$ cat src/rtl/instruction_fetch_unit_if.sv
// Instruction-memory port of the fetch unit: one outstanding request, ready is a one-cycle strobe.
interface instruction_fetch_unit_if;
  logic        imem_req_o;
  logic [31:0] imem_addr_o;
  logic        imem_ready_i;
  logic [31:0] imem_rdata_i;

  modport master (
    output imem_req_o,
    output imem_addr_o,
    input  imem_ready_i,
    input  imem_rdata_i
  );

  modport slave (
    input  imem_req_o,
    input  imem_addr_o,
    output imem_ready_i,
    output imem_rdata_i
  );
endinterface

$ cat src/rtl/instruction_fetch_unit.sv
// Fetch stage: PC, single-outstanding imem request, stall hold buffer, registered IF/ID and
// branch/JAL/JALR redirect with sticky misaligned-target trap.
module instruction_fetch_unit #(
  parameter logic [31:0] RESET_PC  = 32'h0040_0000,
  parameter logic [31:0] NOP_INSTR = 32'h0000_0013
) (
  input  logic                     clk,
  input  logic                     reset,
  instruction_fetch_unit_if.master imem,
  input  logic                     stall_i,
  input  logic                     redirect_i,
  input  logic                     jalr_i,
  input  logic [31:0]              rs1_i,
  input  logic [31:0]              imm_i,
  output logic [31:0]              instr_o,
  output logic [6:0]               op_o,
  output logic [31:0]              id_pc_o,
  output logic [31:0]              id_pc4_o,
  output logic                     id_valid_o,
  output logic                     misaligned_o
);

  typedef enum logic [1:0] {FETCH, HOLD, KILL, TRAP} state_e;

  state_e      state_q, state_d;
  logic [31:0] pc_q, pc_d;
  logic [31:0] kill_addr_q, kill_addr_d;
  logic [31:0] hold_instr_q, hold_instr_d;
  logic [31:0] hold_pc_q, hold_pc_d;
  logic [31:0] instr_q, instr_d;
  logic [31:0] id_pc_q, id_pc_d;
  logic        id_valid_q, id_valid_d;
  logic        mis_q, mis_d;

  logic [31:0] jalr_sum;
  logic [31:0] target;
  logic        take_redirect;
  logic        target_misaligned;

  assign jalr_sum          = rs1_i + imm_i;
  assign target            = jalr_i ? {jalr_sum[31:1], 1'b0} : (id_pc_q + imm_i);
  assign target_misaligned = (target[1:0] != 2'b00);
  assign take_redirect     = redirect_i && id_valid_q && !stall_i;

  always_comb begin
    state_d      = state_q;
    pc_d         = pc_q;
    kill_addr_d  = kill_addr_q;
    hold_instr_d = hold_instr_q;
    hold_pc_d    = hold_pc_q;
    instr_d      = instr_q;
    id_pc_d      = id_pc_q;
    id_valid_d   = id_valid_q;
    mis_d        = mis_q;

    // An unstalled ID register becomes a bubble unless a word is loaded below.
    if (!stall_i) begin
      instr_d    = NOP_INSTR;
      id_valid_d = 1'b0;
    end

    case (state_q)
      FETCH: begin
        if (take_redirect) begin
          if (target_misaligned) begin
            state_d = TRAP;
            mis_d   = 1'b1;
          end else begin
            pc_d        = target;
            kill_addr_d = pc_q;
            if (!imem.imem_ready_i) state_d = KILL;
          end
        end else if (imem.imem_ready_i) begin
          pc_d = pc_q + 32'd4;
          if (stall_i) begin
            hold_instr_d = imem.imem_rdata_i;
            hold_pc_d    = pc_q;
            state_d      = HOLD;
          end else begin
            instr_d    = imem.imem_rdata_i;
            id_pc_d    = pc_q;
            id_valid_d = 1'b1;
          end
        end
      end
      HOLD: begin
        if (take_redirect) begin
          if (target_misaligned) begin
            state_d = TRAP;
            mis_d   = 1'b1;
          end else begin
            pc_d    = target;
            state_d = FETCH;
          end
        end else if (!stall_i) begin
          instr_d    = hold_instr_q;
          id_pc_d    = hold_pc_q;
          id_valid_d = 1'b1;
          state_d    = FETCH;
        end
      end
      KILL: begin
        if (imem.imem_ready_i) state_d = FETCH;
      end
      TRAP: begin
        state_d = TRAP;
      end
      default: state_d = FETCH;
    endcase
  end

  always_ff @(posedge clk) begin
    if (reset) begin
      state_q      <= FETCH;
      pc_q         <= RESET_PC;
      kill_addr_q  <= '0;
      hold_instr_q <= '0;
      hold_pc_q    <= '0;
      instr_q      <= NOP_INSTR;
      id_pc_q      <= '0;
      id_valid_q   <= 1'b0;
      mis_q        <= 1'b0;
    end else begin
      state_q      <= state_d;
      pc_q         <= pc_d;
      kill_addr_q  <= kill_addr_d;
      hold_instr_q <= hold_instr_d;
      hold_pc_q    <= hold_pc_d;
      instr_q      <= instr_d;
      id_pc_q      <= id_pc_d;
      id_valid_q   <= id_valid_d;
      mis_q        <= mis_d;
    end
  end

  // KILL keeps presenting the abandoned address while pc_q already holds the target.
  assign imem.imem_req_o  = !reset && ((state_q == FETCH) || (state_q == KILL));
  assign imem.imem_addr_o = (state_q == KILL) ? kill_addr_q : pc_q;

  assign instr_o      = instr_q;
  assign op_o         = instr_q[6:0];
  assign id_pc_o      = id_pc_q;
  assign id_pc4_o     = id_pc_q + 32'd4;
  assign id_valid_o   = id_valid_q;
  assign misaligned_o = mis_q;

endmodule

$ cat src/flat_wrapper.sv
// flat-port wrapper written by rule: the top's interface ports become plain ports
module instruction_fetch_unit_flat 
#(
  parameter logic [31:0] RESET_PC  = 32'h0040_0000,
  parameter logic [31:0] NOP_INSTR = 32'h0000_0013
)
  (clk, reset, stall_i, redirect_i, jalr_i, rs1_i, imm_i, instr_o, op_o, id_pc_o, id_pc4_o, id_valid_o, misaligned_o, imem_imem_req_o, imem_imem_addr_o, imem_imem_ready_i, imem_imem_rdata_i);
  instruction_fetch_unit_if imem_i ();
  input  logic clk;
  input  logic reset;
  input  logic stall_i;
  input  logic redirect_i;
  input  logic jalr_i;
  input  logic [31:0] rs1_i;
  input  logic [31:0] imm_i;
  output logic [31:0] instr_o;
  output logic [6:0] op_o;
  output logic [31:0] id_pc_o;
  output logic [31:0] id_pc4_o;
  output logic id_valid_o;
  output logic misaligned_o;
  output wire logic [$bits(imem_i.imem_req_o)-1:0] imem_imem_req_o;
  output wire logic [$bits(imem_i.imem_addr_o)-1:0] imem_imem_addr_o;
  input wire logic [$bits(imem_i.imem_ready_i)-1:0] imem_imem_ready_i;
  input wire logic [$bits(imem_i.imem_rdata_i)-1:0] imem_imem_rdata_i;
  assign imem_imem_req_o = imem_i.imem_req_o;
  assign imem_imem_addr_o = imem_i.imem_addr_o;
  assign imem_i.imem_ready_i = imem_imem_ready_i;
  assign imem_i.imem_rdata_i = imem_imem_rdata_i;
  instruction_fetch_unit #(.RESET_PC(RESET_PC), .NOP_INSTR(NOP_INSTR)) u_core (.clk(clk), .reset(reset), .imem(imem_i), .stall_i(stall_i), .redirect_i(redirect_i), .jalr_i(jalr_i), .rs1_i(rs1_i), .imm_i(imm_i), .instr_o(instr_o), .op_o(op_o), .id_pc_o(id_pc_o), .id_pc4_o(id_pc4_o), .id_valid_o(id_valid_o), .misaligned_o(misaligned_o));
endmodule
$ cat config.mk
export PLATFORM = sky130hd
export DESIGN_NAME = instruction_fetch_unit_flat
export DESIGN_NICKNAME = d
export VERILOG_FILES = /design/src/rtl/instruction_fetch_unit_if.sv /design/src/rtl/instruction_fetch_unit.sv /design/src/flat_wrapper.sv
export SDC_FILE = /design/constraint.sdc
export NUM_CORES = 1
export LEC_CHECK = 0
export ABC_AREA = 1
export BUFFER_PORTS_ARGS = -buffer_cell sky130_fd_sc_hd__buf_2
export CAP_MARGIN = 20
export CORE_MARGIN = 3
export CORE_UTILIZATION = 52
export CTS_BUF_LIST = sky130_fd_sc_hd__clkbuf_16
export DETAILED_ROUTE_END_ITERATION = 12
export PLACE_DENSITY = 0.77
export RECOVER_POWER = 100
export SKIP_LAST_GASP = 1
export SYNTH_ARGS = -nofsm -noshare
export SYNTH_HDL_FRONTEND = slang
export SYNTH_SLANG_ARGS = --single-unit
$ cat constraint.sdc
create_clock -name clk -period 2.32 [get_ports clk]
set_clock_uncertainty 0.1 [all_clocks]
set_input_delay 0.464 -clock clk [delete_from_list [all_inputs] [get_ports clk]]
set_output_delay 0.464 -clock clk [all_outputs]
set_load 0.01 [all_outputs]
==> results.toml <==
[clocking]
clock_sinks = 196
clockRootBuffer = "clkbuf_16"
h-tree-depth = 4
cts_inserted_buffers = 17
clk_latency_ns = 0.44
clkTransAtPathRegs_ns = 0.08
tritoncts = "done"
clock_path_buffers = 2

[worst_setup_path]
cp_max_fo = 4
crit_required_ns = 1.76
crit_chain = "ha_4 -> nand3_4 -> nor2_4 -> nand4_4 -> nor3_4 -> buf_6 -> nand2_4 -> nor3_4 -> buf_4 -> nand2_2 -> xor2_1 -> buf_2"
crit_arrival_ns = 2.41
startpoint_type = "register"
cp_common_cell = "nor3_4"
cpPeakStageDelay_ns = 0.38
path_class = "reg -> out"
r2r_slack_ns = -0.38
crit_path_top_delay_cell = "dfxtp_4"
worstRegToRegCells = 12
cp-end-kind = "output port"

[logic_synthesis]
synth_top_area_frac = 0.270
synth.avg_cell_area_sq_um = 6.11
synth.distinct_cells = 52
yosysSeqAreaShare = 0.270
ys_warn_count = 0
ys_ff_latch = 196
syn-cell-area_sq_mm = 0.0145
synth_fp_nets = 2547
post-synth-top-area-cell = "dfxtp_1"
netlist_top_cells_area = "dfxtp_1 (27%), nand2_1 (17%), o21ai_0 (9.7%)"
synth_cells = 2380

[final_layout]
final_area_sq_mm = 0.0201
layout-drive-gt1-share = 0.272
nets = 3054
final_util = 0.738
area_growth_pct = 38.2
mostFrequentLayoutCells = "nand2_1 (626), buf_4 (321), inv_1 (298)"
mostFrequentLayoutCell = "nand2_1"
num_antenna_cells = 0

[power_and_ir_drop]
ir_drop_mv = 0.657
powerDensity_mw_per_mm2 = 746
p_total_w = 0.0150
p_leak_nw = 9.51

[flow_run]
maxCapViolCount = 0

[floorplan]
core-area_sq_mm = 0.0273
initial_utilization = 0.534
die-height_microns = 173
dieWidth_microns = 173
fp-row-count = 60
io_pins = 240
die_area_sq_mm = 0.0300

[detailed_routing]
drc = 0
firstDrtPassIters = 6
wl_per_cell_microns = 17.5
routed_wl_microns = 57100
ant_nets = 0
vias_per_cell = 5.60
drt_iter0_drc = 1742
routed-via-count = 18310

[global_route]
grt_pass1_vias = 17231
grt-ovfl-total = 0
antenna_found_initial = 0
track_usage = 0.350
grt_max_degree = 71
grt_pass1_wl_microns = 86700

[timing]
tightest_slew_ns = 1.17
final.setup.worst_slack_ns = -0.651
setup_viol = 86
whs_ns = 0.212
min_period_ns = 2.97
grt_setup_unrepaired = "true"
final.period_utilization = 1.28
fmax_mhz = 337
maxSlewViolCount = 0
slew_headroom = 0.223
fin_tns_setup_ns = -18.92
finalHoldViolCount = 0

[placement]
io_buffers = 239
dp_hpwl_microns = 42200
placed_area_sq_mm = 0.0184
gp_congestion = 1.02

[hold_path]
whs_path_depth = 3
holdCritPathClass = "in -> reg"

[status]
outcome = "finished with violations"
violations = "setup timing"
cell usage after synthesis, drive strengths merged:
master / n
o21bai: 10
inv: 310
a31oi: 34
nand3b: 15
o21a: 3
a221oi: 3
buf: 32
o221ai: 1
or2: 2
nor3: 29
o311ai: 3
xnor2: 15
a21o: 4
nand4: 17
and2: 1
dfxtp: 196
or4: 1
clkbuf: 89
nand2: 668
a21boi: 2
nand3: 135
fa: 2
and3: 2
xor2: 31
nor2: 142
nor4: 10
o211ai: 38
o32ai: 1
a211oi: 5
o21ai: 284
ha: 63
a21oi: 232
critical path: cells and delay by family, from the launching register on:
family | cells | cell delay, ns
xor gates and xnor gates | 1 | 0.16
adders and majority gates | 1 | 0.15
buffers and inverters | 3 | 0.46
DFF | 1 | 0.38
and+or+nand+nor | 7 | 0.81
stage by stage:
step	std cells	setup WS, ns
after CTS	3249	-0.626
after global placement	3209	-0.393
after floorplan	2380	-0.0206
after detailed placement	3209	-0.404
final	3272	-0.651
after global routing	3272	-0.795
layout make-up:
type,instances,area (sq um)
well taps,372,465
inverters,310,1180
repair buffers,609,4060
clock inverters,15,140
clock buffers,17,425
multi-input cells,1753,9890
flip-flops and latches,196,3950
fillers,2251,7140
logic make-up after synthesis:
kind of cell | count (synthesis) | share of synthesized area
compound gates | 620 | 0.230
flops | 196 | 0.270
simple gates | 1022 | 0.300
fa+ha+maj | 65 | 0.0569
buf+inv | 431 | 0.115
xor+xnor | 46 | 0.0277
registers in the layout (all words and copies together), names as in the netlist:
register / cells
u_core.pc_q: 32
u_core.state_q: 2
u_core.id_valid_o: 1
u_core.instr_o: 32
u_core.misaligned_o: 1
u_core.hold_instr_q: 32
u_core.hold_pc_q: 32
u_core.kill_addr_q: 32
u_core.id_pc_o: 32
path summary, 6_finish.rpt:
check,start,end
min,imem_imem_rdata_i[11],u_core.hold_instr_q[11]
min reg2reg,u_core.hold_pc_q[19],u_core.hold_pc_q[19]
max reg2reg,u_core.id_pc_o[0],u_core.pc_q[14]
max,u_core.id_pc_o[3],id_pc4_o[30]
power breakdown:
part	internal [W]	total [W]	switching, W
Combinational	0.00307	0.00782	0.00475
Sequential	0.00386	0.00428	0.000422
Clock	0.00143	0.00289	0.00146
routing by layer:
metal | share of wire | vias up | routed length, microns | global-route usage
li1 | - | 8820 | - | -
met1 | 0.41 | 8399 | 23200 | 0.442
met2 | 0.47 | 930 | 27000 | 0.603
met3 | 0.081 | 161 | 4620 | 0.0580
met4 | 0.040 | 0 | 2280 | 0.127
met5 | 0 | - | 0 | 0
what timing repair did:
item                       4_1_cts  5_1_grt
setup endpoints to repair       77      112
pin swaps                       28       66
setup buffers                    9       21
gates resized for setup         79      185
gates cloned                     0        3
hold buffers                     0        0
No activity file was read; power rests on OpenSTA's default activity.
